### src/rtl/ctrl_pipe_pkg.sv
// rtl/ctrl_pipe_pkg.sv - control bundle layout, forwarding selects and pipeline register types
package ctrl_pipe_pkg;

    localparam int REG_AW = 5;
    localparam int CTRL_W = 10;

    localparam int CTRL_BRANCH   = 9;
    localparam int CTRL_MEMREAD  = 8;
    localparam int CTRL_MEMTOREG = 7;
    localparam int CTRL_ALUOP_HI = 6;
    localparam int CTRL_ALUOP_LO = 5;
    localparam int CTRL_MEMWRITE = 4;
    localparam int CTRL_ALUSRC   = 3;
    localparam int CTRL_REGWRITE = 2;
    localparam int CTRL_WB_HI    = 1;
    localparam int CTRL_WB_LO    = 0;

    localparam logic [1:0] FWD_RF    = 2'b00;
    localparam logic [1:0] FWD_EXMEM = 2'b10;
    localparam logic [1:0] FWD_MEMWB = 2'b01;

    typedef logic [REG_AW-1:0] reg_addr_t;

    typedef struct packed {
        logic              v;
        logic [CTRL_W-1:0] ctrl;
        reg_addr_t         rs1;
        reg_addr_t         rs2;
        reg_addr_t         rd;
    } idex_t;

    typedef struct packed {
        logic       v;
        logic       branch;
        logic       memread;
        logic       memwrite;
        logic       memtoreg;
        logic       regwrite;
        logic [1:0] wb;
        reg_addr_t  rd;
    } exmem_t;

    typedef struct packed {
        logic       v;
        logic       memtoreg;
        logic       regwrite;
        logic [1:0] wb;
        reg_addr_t  rd;
    } memwb_t;

endpackage

### src/rtl/ctrl_pipe_if.sv
// rtl/ctrl_pipe_if.sv - ID-stage inputs and per-stage control outputs of ctrl_pipe
interface ctrl_pipe_if;
    import ctrl_pipe_pkg::*;

    logic              id_valid;
    logic [CTRL_W-1:0] id_ctrl;
    reg_addr_t         id_rs1;
    reg_addr_t         id_rs2;
    reg_addr_t         id_rd;
    logic              flush;
    logic              hold;

    logic              stall;
    logic [1:0]        ex_ALUOp;
    logic              ex_ALUSrc;
    reg_addr_t         ex_rs1;
    reg_addr_t         ex_rs2;
    logic [1:0]        fwd_a;
    logic [1:0]        fwd_b;
    logic              mem_branch;
    logic              mem_MemRead;
    logic              mem_MemWrite;
    reg_addr_t         mem_rd;
    logic              wb_MemtoReg;
    logic              wb_RegWrite;
    logic [1:0]        wb_sel;
    reg_addr_t         wb_rd;

    modport master (
        output id_valid, id_ctrl, id_rs1, id_rs2, id_rd, flush, hold,
        input  stall, ex_ALUOp, ex_ALUSrc, ex_rs1, ex_rs2, fwd_a, fwd_b,
        input  mem_branch, mem_MemRead, mem_MemWrite, mem_rd,
        input  wb_MemtoReg, wb_RegWrite, wb_sel, wb_rd
    );

    modport slave (
        input  id_valid, id_ctrl, id_rs1, id_rs2, id_rd, flush, hold,
        output stall, ex_ALUOp, ex_ALUSrc, ex_rs1, ex_rs2, fwd_a, fwd_b,
        output mem_branch, mem_MemRead, mem_MemWrite, mem_rd,
        output wb_MemtoReg, wb_RegWrite, wb_sel, wb_rd
    );

endinterface

### src/rtl/ctrl_pipe_fwd_unit.sv
// rtl/ctrl_pipe_fwd_unit.sv - EX-stage operand forwarding selects
module fwd_unit
    import ctrl_pipe_pkg::*;
(
    input  logic       exmem_v,
    input  logic       exmem_regwrite,
    input  reg_addr_t  exmem_rd,
    input  logic       memwb_v,
    input  logic       memwb_regwrite,
    input  reg_addr_t  memwb_rd,
    input  reg_addr_t  idex_rs1,
    input  reg_addr_t  idex_rs2,
    output logic [1:0] fwd_a,
    output logic [1:0] fwd_b
);

    logic em_ok;
    logic mw_ok;

    // x0 is hardwired zero, so a pending write to it must never be forwarded
    assign em_ok = exmem_v & exmem_regwrite & (exmem_rd != '0);
    assign mw_ok = memwb_v & memwb_regwrite & (memwb_rd != '0);

    assign fwd_a = (em_ok && (exmem_rd == idex_rs1)) ? FWD_EXMEM :
                   (mw_ok && (memwb_rd == idex_rs1)) ? FWD_MEMWB : FWD_RF;
    assign fwd_b = (em_ok && (exmem_rd == idex_rs2)) ? FWD_EXMEM :
                   (mw_ok && (memwb_rd == idex_rs2)) ? FWD_MEMWB : FWD_RF;

endmodule

### src/rtl/ctrl_pipe.sv
// rtl/ctrl_pipe.sv - ID/EX, EX/MEM, MEM/WB control registers with load-use stall and branch flush
module ctrl_pipe
    import ctrl_pipe_pkg::*;
(
    input  logic        clk,
    input  logic        rst,
    ctrl_pipe_if.slave  bus
);

    idex_t  idex;
    idex_t  idex_load;
    exmem_t exmem;
    exmem_t exmem_load;
    memwb_t memwb;
    memwb_t memwb_load;
    logic   stall;

    assign stall = bus.id_valid & idex.v & idex.ctrl[CTRL_MEMREAD] & (idex.rd != '0) &
                   ((idex.rd == bus.id_rs1) | (idex.rd == bus.id_rs2));

    always_comb begin
        idex_load = '0;
        if (bus.id_valid && !stall) begin
            idex_load.v    = 1'b1;
            idex_load.ctrl = bus.id_ctrl;
            idex_load.rs1  = bus.id_rs1;
            idex_load.rs2  = bus.id_rs2;
            idex_load.rd   = bus.id_rd;
        end
    end

    // Fields are v-qualified so a bubble carries all-zero control downstream
    always_comb begin
        exmem_load = '0;
        if (idex.v) begin
            exmem_load.v        = 1'b1;
            exmem_load.branch   = idex.ctrl[CTRL_BRANCH];
            exmem_load.memread  = idex.ctrl[CTRL_MEMREAD];
            exmem_load.memwrite = idex.ctrl[CTRL_MEMWRITE];
            exmem_load.memtoreg = idex.ctrl[CTRL_MEMTOREG];
            exmem_load.regwrite = idex.ctrl[CTRL_REGWRITE];
            exmem_load.wb       = idex.ctrl[CTRL_WB_HI:CTRL_WB_LO];
            exmem_load.rd       = idex.rd;
        end
    end

    always_comb begin
        memwb_load = '0;
        if (exmem.v) begin
            memwb_load.v        = 1'b1;
            memwb_load.memtoreg = exmem.memtoreg;
            memwb_load.regwrite = exmem.regwrite;
            memwb_load.wb       = exmem.wb;
            memwb_load.rd       = exmem.rd;
        end
    end

    // A flush kills the two younger stages but lets the branch itself retire
    always_ff @(posedge clk or posedge rst) begin
        if (rst) begin
            idex  <= '0;
            exmem <= '0;
            memwb <= '0;
        end else if (!bus.hold) begin
            memwb <= memwb_load;
            if (bus.flush) begin
                idex  <= '0;
                exmem <= '0;
            end else begin
                idex  <= idex_load;
                exmem <= exmem_load;
            end
        end
    end

    fwd_unit u_fwd (
        .exmem_v        (exmem.v),
        .exmem_regwrite (exmem.regwrite),
        .exmem_rd       (exmem.rd),
        .memwb_v        (memwb.v),
        .memwb_regwrite (memwb.regwrite),
        .memwb_rd       (memwb.rd),
        .idex_rs1       (idex.rs1),
        .idex_rs2       (idex.rs2),
        .fwd_a          (bus.fwd_a),
        .fwd_b          (bus.fwd_b)
    );

    assign bus.stall        = stall;
    assign bus.ex_ALUOp     = idex.ctrl[CTRL_ALUOP_HI:CTRL_ALUOP_LO];
    assign bus.ex_ALUSrc    = idex.ctrl[CTRL_ALUSRC];
    assign bus.ex_rs1       = idex.rs1;
    assign bus.ex_rs2       = idex.rs2;
    assign bus.mem_branch   = exmem.branch;
    assign bus.mem_MemRead  = exmem.memread;
    assign bus.mem_MemWrite = exmem.memwrite;
    assign bus.mem_rd       = exmem.rd;
    assign bus.wb_MemtoReg  = memwb.memtoreg;
    assign bus.wb_RegWrite  = memwb.regwrite;
    assign bus.wb_sel       = memwb.wb;
    assign bus.wb_rd        = memwb.rd;

endmodule

### src/flat_wrapper.sv
// flat-port wrapper written by rule: the top's interface ports become plain ports
module ctrl_pipe_flat import ctrl_pipe_pkg::*;
  (clk, rst, bus_id_valid, bus_id_ctrl, bus_id_rs1, bus_id_rs2, bus_id_rd, bus_flush, bus_hold, bus_stall, bus_ex_ALUOp, bus_ex_ALUSrc, bus_ex_rs1, bus_ex_rs2, bus_fwd_a, bus_fwd_b, bus_mem_branch, bus_mem_MemRead, bus_mem_MemWrite, bus_mem_rd, bus_wb_MemtoReg, bus_wb_RegWrite, bus_wb_sel, bus_wb_rd);
  ctrl_pipe_if bus_i ();
  input  logic clk;
  input  logic rst;
  input wire logic [$bits(bus_i.id_valid)-1:0] bus_id_valid;
  input wire logic [$bits(bus_i.id_ctrl)-1:0] bus_id_ctrl;
  input wire logic [$bits(bus_i.id_rs1)-1:0] bus_id_rs1;
  input wire logic [$bits(bus_i.id_rs2)-1:0] bus_id_rs2;
  input wire logic [$bits(bus_i.id_rd)-1:0] bus_id_rd;
  input wire logic [$bits(bus_i.flush)-1:0] bus_flush;
  input wire logic [$bits(bus_i.hold)-1:0] bus_hold;
  output wire logic [$bits(bus_i.stall)-1:0] bus_stall;
  output wire logic [$bits(bus_i.ex_ALUOp)-1:0] bus_ex_ALUOp;
  output wire logic [$bits(bus_i.ex_ALUSrc)-1:0] bus_ex_ALUSrc;
  output wire logic [$bits(bus_i.ex_rs1)-1:0] bus_ex_rs1;
  output wire logic [$bits(bus_i.ex_rs2)-1:0] bus_ex_rs2;
  output wire logic [$bits(bus_i.fwd_a)-1:0] bus_fwd_a;
  output wire logic [$bits(bus_i.fwd_b)-1:0] bus_fwd_b;
  output wire logic [$bits(bus_i.mem_branch)-1:0] bus_mem_branch;
  output wire logic [$bits(bus_i.mem_MemRead)-1:0] bus_mem_MemRead;
  output wire logic [$bits(bus_i.mem_MemWrite)-1:0] bus_mem_MemWrite;
  output wire logic [$bits(bus_i.mem_rd)-1:0] bus_mem_rd;
  output wire logic [$bits(bus_i.wb_MemtoReg)-1:0] bus_wb_MemtoReg;
  output wire logic [$bits(bus_i.wb_RegWrite)-1:0] bus_wb_RegWrite;
  output wire logic [$bits(bus_i.wb_sel)-1:0] bus_wb_sel;
  output wire logic [$bits(bus_i.wb_rd)-1:0] bus_wb_rd;
  assign bus_i.id_valid = bus_id_valid;
  assign bus_i.id_ctrl = bus_id_ctrl;
  assign bus_i.id_rs1 = bus_id_rs1;
  assign bus_i.id_rs2 = bus_id_rs2;
  assign bus_i.id_rd = bus_id_rd;
  assign bus_i.flush = bus_flush;
  assign bus_i.hold = bus_hold;
  assign bus_stall = bus_i.stall;
  assign bus_ex_ALUOp = bus_i.ex_ALUOp;
  assign bus_ex_ALUSrc = bus_i.ex_ALUSrc;
  assign bus_ex_rs1 = bus_i.ex_rs1;
  assign bus_ex_rs2 = bus_i.ex_rs2;
  assign bus_fwd_a = bus_i.fwd_a;
  assign bus_fwd_b = bus_i.fwd_b;
  assign bus_mem_branch = bus_i.mem_branch;
  assign bus_mem_MemRead = bus_i.mem_MemRead;
  assign bus_mem_MemWrite = bus_i.mem_MemWrite;
  assign bus_mem_rd = bus_i.mem_rd;
  assign bus_wb_MemtoReg = bus_i.wb_MemtoReg;
  assign bus_wb_RegWrite = bus_i.wb_RegWrite;
  assign bus_wb_sel = bus_i.wb_sel;
  assign bus_wb_rd = bus_i.wb_rd;
  ctrl_pipe u_core (.clk(clk), .rst(rst), .bus(bus_i));
endmodule
### config.mk
export PLATFORM = sky130hd
export DESIGN_NAME = ctrl_pipe_flat
export DESIGN_NICKNAME = d
export VERILOG_FILES = /design/src/rtl/ctrl_pipe_pkg.sv /design/src/rtl/ctrl_pipe_if.sv /design/src/rtl/ctrl_pipe_fwd_unit.sv /design/src/rtl/ctrl_pipe.sv /design/src/flat_wrapper.sv
export SDC_FILE = /design/constraint.sdc
export NUM_CORES = 1
export LEC_CHECK = 0
export ABC_CLOCK_PERIOD_IN_PS = 5000
export CORE_MARGIN = 1
export CORE_UTILIZATION = 35
export CTS_CLUSTER_SIZE = 40
export DETAILED_ROUTE_END_ITERATION = 6
export GPL_ROUTABILITY_DRIVEN = 0
export PLACE_DENSITY_LB_ADDON = 0.05
export SLEW_MARGIN = 20
export SYNTH_ARGS = -nofsm -noshare
export SYNTH_HDL_FRONTEND = slang
export SYNTH_HIERARCHICAL = 1
export SYNTH_SLANG_ARGS = --single-unit
### constraint.sdc
create_clock -name clk -period 5 [get_ports clk]
set_input_delay 1 -clock clk [delete_from_list [all_inputs] [get_ports clk]]
set_output_delay 1 -clock clk [all_outputs]
set_load 0.02 [all_outputs]
### After elaboration in Yosys (flattened, before gate mapping)

Index checks and enable logic that the tools add are counted.

| operators by class | value |
|---|---|
| equality and inequality tests | 6 |
| muxes and demuxes | 9 |
| bitwise operators | 9 |
| reduce and logical (&&, ||, !) cells | 9 |

Operators by type and width:

| operator | number |
|---|---|
| 26-bit 2-to-1 mux | 2 |
| 5-bit == test | 6 |
| 13-bit 2-to-1 mux | 2 |
| 5-bit nonzero test | 3 |
| 10-bit 2-to-1 mux | 1 |
| 1-bit bitwise AND | 8 |
| 1-bit logical AND | 5 |
| 2-bit 2-to-1 mux | 2 |
| 1-bit 2-to-1 mux | 2 |
| 1-bit zero test | 1 |
| 1-bit bitwise OR | 1 |

| storage, ports and cells | value |
|---|---|
| bits in registers | 49 |
| output and inout bits | 35 |

### Longest topological paths before layout

| depth | value |
|---|---|
| depth after elaboration | 8 |
| depth in mapped cells | 6 |
| depth with buffers taken out | 4 |

### By module

The synthesis kept the hierarchy.

By module, submodules not included:

| module | instances | cells an instance | area an instance (µm²) | seq. area each (µm²) |
|---|---|---|---|---|
| ctrl_pipe | 1 | 225 | 2,428.6 | 1,226.2 |
| fwd_unit | 1 | 34 | 272.8 | 0.0 |

### Worst setup path before layout

OpenSTA, ideal clock, no wires.

| path | value |
|---|---|
| path kind | input port to output port |
| start | in bus_id_rs1[4] |
| end | out bus_stall |
| arrival time | 1,885 ps |
| required time | 4,000 ps |
| setup slack | 2,115 ps |
| stages on the path | 4 |
| buffers on the path | 0 |
| cells stage by stage | xnor2_1 -> nand3_1 -> o22ai_2 -> nor2b_1 |

| on the way | value |
|---|---|
| longest elaborated chain between the ends | 3 |

Ends and longest elaborated chain:

| what | RTL line | RTL |
|---|---|---|
| from (decl) | flat_wrapper.sv:9 | `input wire logic [$bits(bus_i.id_rs1)-1:0] bus_id_rs1;` |
| 5-bit == test | ctrl_pipe.sv:19 | `((idex.rd == bus.id_rs1) \| (idex.rd == bus.id_rs2));` |
| 1-bit bitwise OR | ctrl_pipe.sv:19 |  |
| 1-bit bitwise AND | ctrl_pipe.sv:18 | `assign stall = bus.id_valid & idex.v & idex.ctrl[CTRL_MEMREAD] & (idex.rd != '0) &` |
| to (decl) | flat_wrapper.sv:14 | `output wire logic [$bits(bus_i.stall)-1:0] bus_stall;` |

No other way between the ends.

### Worst setup path after layout

| path | value |
|---|---|
| start | in bus_id_valid |
| end | out bus_stall |

| on the way | value |
|---|---|
| longest elaborated chain between the ends | 4 |

Ends and longest elaborated chain:

| what | RTL line | RTL |
|---|---|---|
| from (decl) | flat_wrapper.sv:7 | `input wire logic [$bits(bus_i.id_valid)-1:0] bus_id_valid;` |
| 1-bit bitwise AND (4 in series) | ctrl_pipe.sv:18 |  |

No other way between the ends.

==> summary.txt <==
CTS resizes: 0
cell row count: 31
slowest CP cell: clkdlybuf4s50_1
peak supply drop: 0.156 mV
Post-Route WL: 6520 um
IO Port Bufs: 64
worst-path maximum fanout: 27
Clock Sinks: 49
hold path start: u_core/bus.ex_ALUOp[0]$_DFFE_PP0N_
flops & latches, synth: 49
Net Sw Power: 0.281 mW
Leak: 1.36 nW
DRT antenna net count: 0
CP Class: primary input to output port
Final Skew: 0.0130 ns
I/O pin cnt: 65
# hold bufs at CTS: 0
switching part of the total: 28.1%
area share of fa/ha/maj cells after synthesis: 0%
Avg WL per Cell: 16.7 um
Yosys cell types: 29
Final #Nets: 321
largest net degree at the start of global routing: 57
xor and xnor fraction of the mapped netlist area: 9.73%
antenna violations before repair: 0
Detailed Place HPWL: 4350 um
RR Endpoint: u_core/idex[22]$_DFFE_PP0N_
Slew @ Worst Pin: 0.873 ns
fin crit period: 3.83 ns
final slew viol count: 0
cells after synthesis: 259
simple-gate area share of the yosys netlist: 10.0%
Top delay family on crit path: buffers and inverters
drt pass-1 iters: 4
synthesized area: 0.00270 sq mm
Max transition margin: 41.7%
sequential share of power: 46.5%
r2r setup slk: 2.86 ns
# diodes: 0
first-pass GRT wire length: 10400 um
CTS tree: built
Buf+Inv Stages, Crit Path: 2
WP data required: 4.00 ns
Fin. Hold Viols: 0
largest family of logic cells by synthesized area: compound AO/OA/AOI/OAI gates
PD cells: 299 mW/mm^2
die area: 0.00807 sq mm
Post-CTS Setup Bufs: 0
hold endpoint: u_core/bus.ex_ALUOp[0]$_DFFE_PP0N_
Max H-tree Level: 2
grt met1 use: 25.2%
setup TNS: 0 ns
CTS Buf Count: 5
Yosys warnings: 6
post-place instance area: 0.00321 sq mm
root buffer selected by CTS: clkbuf_8
outcome: finished, final reports clean
core area: 0.00737 sq mm
CP cell instances: clkdlybuf4s50_1 > o2111ai_4 > nor2b_1 > clkdlybuf4s50_1
residual DRC count: 0
initial DRC count: 89
Total GRT Usage: 16.4%
vias in the first global route: 1817
Critical Path End Type: output port
Fillers: 738
Seq/Total Area, Yosys: 45.4%
Clk pin slew, worst setup/hold paths: 0.11 ns
HP Class: register to register
syn avg cell area: 10.4 sq um
most used cell, CP: clkdlybuf4s50_1
power share of the combinational group: 18.9%
P_int: 0.719 mW
maximum clock frequency: 261 MHz
GR peak layer: met1
RSZ-0062 raised after global routing: false
Die Span Y: 89.9 um
Reg-to-Reg Start: u_core/idex[2]$_DFFE_PP0N_
GRT met3 Usage: 3.81%
Syn-to-layout area delta: 23.9%
Chip Width: 89.9 um
Setup-failing EPs final: 0
CP Data Arrival Time: 2.83 ns
CP Launch Type: primary input
share of cells above drive strength 1: 12.7%
post-route cell area: 0.00335 sq mm
MaxCap Viol Count: 0
fraction of synthesized area in multiplexers: 0%
Min-Delay Path Depth: 2
r2r worst-path depth: 4
Worst path max stage delay: 0.62 ns
syn nets: 289
met2 Use GR: 22.8%
Clock Latency Late Sink: 0.31 ns
initial core utilization: 36.7%
via count: 2010
Final Cycle Share: 76.6%
Vias/cell: 5.14
Remaining Overflow, GRT: 0
Clock power frac: 34.6%
CTS max path bufs: 2
Synth Area in Compound Gates: 24.5%
metrics by stage:
step | worst slack, ns | utilization (%) | hold WS [ns] | instances | total power [mW]
final | 1.17 | 45.4 | 0.493 | 391 | 0.999
after global routing | 1.06 | 45.4 | 0.520 | 391 | 1.05
after CTS | 1.16 | 45.4 | 0.493 | 391 | 1.01
after detailed placement | 1.16 | 43.5 | 0.470 | 383 | 0.664
after global placement | 1.17 | 43.5 | 0.471 | 383 | 0.662
after floorplan | 2.11 | - | 0.454 | 259 | 0.595
worst max-delay path by stage:
stage | from | to | slack, ns | depth (start not counted)
floorplan | bus_id_rs1[4] | bus_stall | 2.11 | 4
global placement | bus_id_valid | bus_stall | 1.17 | 4
detailed placement | bus_id_valid | bus_stall | 1.16 | 4
CTS | bus_id_valid | bus_stall | 1.16 | 4
global route | bus_id_valid | bus_stall | 1.06 | 4
finish | bus_id_valid | bus_stall | 1.17 | 4
layout make-up:
cell class | instances | area (sq um) | share of cell area (%)
sequential | 49 | 1230 | 36.6
multi-input combinational | 167 | 1200 | 35.7
timing repair buffer | 67 | 658 | 19.7
tap | 99 | 124 | 3.70
clock buffer | 5 | 68.8 | 2.06
clock inverter | 3 | 68.8 | 2.06
inverter | 1 | 5.00 | 0.150
synth_stat cells, drive strengths merged:
master | number | area (sq um)
a21o | 2 | 15.0
a22o | 16 | 140
a22oi | 1 | 7.51
a32oi | 25 | 219
and2 | 2 | 12.5
buf | 36 | 253
clkbuf | 6 | 22.5
dfrtp | 49 | 1230
inv | 1 | 3.75
nand2 | 38 | 143
nand3 | 6 | 30.0
nor2 | 1 | 3.75
nor2b | 2 | 12.5
nor3 | 4 | 30.0
nor4 | 2 | 12.5
o2111ai | 1 | 26.3
o211ai | 2 | 20.0
o21ai | 31 | 223
o22ai | 1 | 12.5
or4 | 3 | 26.3
xnor2 | 20 | 175
xor2 | 10 | 87.6
layout by cell type (no fill, tap or decap):
master and instances:
o21ai_2 18, nor2b_1 2, or4_4 1, a21o_1 2, a22oi_1 1, o211ai_1 1
a22o_1 16, and2_1 2, xor2_1 10, o2111ai_4 1, o21ai_1 8, o211ai_2 1
o21ai_0 5, clkbuf_8 5, buf_2 1, or4_1 2, buf_4 3, a32oi_1 25
nor3_1 2, xnor2_1 20, clkdlybuf4s50_1 63, clkinv_2 1, nor2_1 1, nand2_1 38
nor4_1 2, nand3_1 6, dfrtp_1 49, bufinv_16 2, inv_6 1, o22ai_2 1
nor3_2 2
power by group through the flow:
stage	sequential (mW)	combinational, mW	clock [mW]
3_5_place_dp	0.473	0.191	0
4_1_cts	0.465	0.191	0.355
3_3_place_gp	0.473	0.189	0
5_1_grt	0.470	0.206	0.371
6_report	0.464	0.189	0.346
2_1_floorplan	0.458	0.137	0
cells by family (layout without fill, tap and decap cells):
kind of cell    after synthesis  after routing
xor+xnor                     30             30
buf+inv                      43             76
simple gates                 58             58
flops                        49             49
compound gates               79             79
per-layer routing:
layer	vias up	share of wire, %
li1	989	-
met1	946	49
met2	71	44
met3	4	5.9
met4	0	0.67
met5	-	0
worst reg2reg max path, stage by stage, from the launching register on:
cell       delay, ns
dfrtp_1         0.50
or4_4           0.57
o2111ai_4       0.66
a32oi_1         0.24
o21ai_2         0.09
state kept, by name, summed over array words and instances, names as in the netlist, 2 cells and up:
register and count:
u_core/bus.ex_rs1 5, u_core/bus.mem_rd 5, u_core/bus.ex_rs2 5, u_core/exmem 5, u_core/bus.wb_rd 5, u_core/bus.ex_ALUOp 2
u_core/bus.wb_sel 2, u_core/idex 13
(Power assumes the default switching activity.)
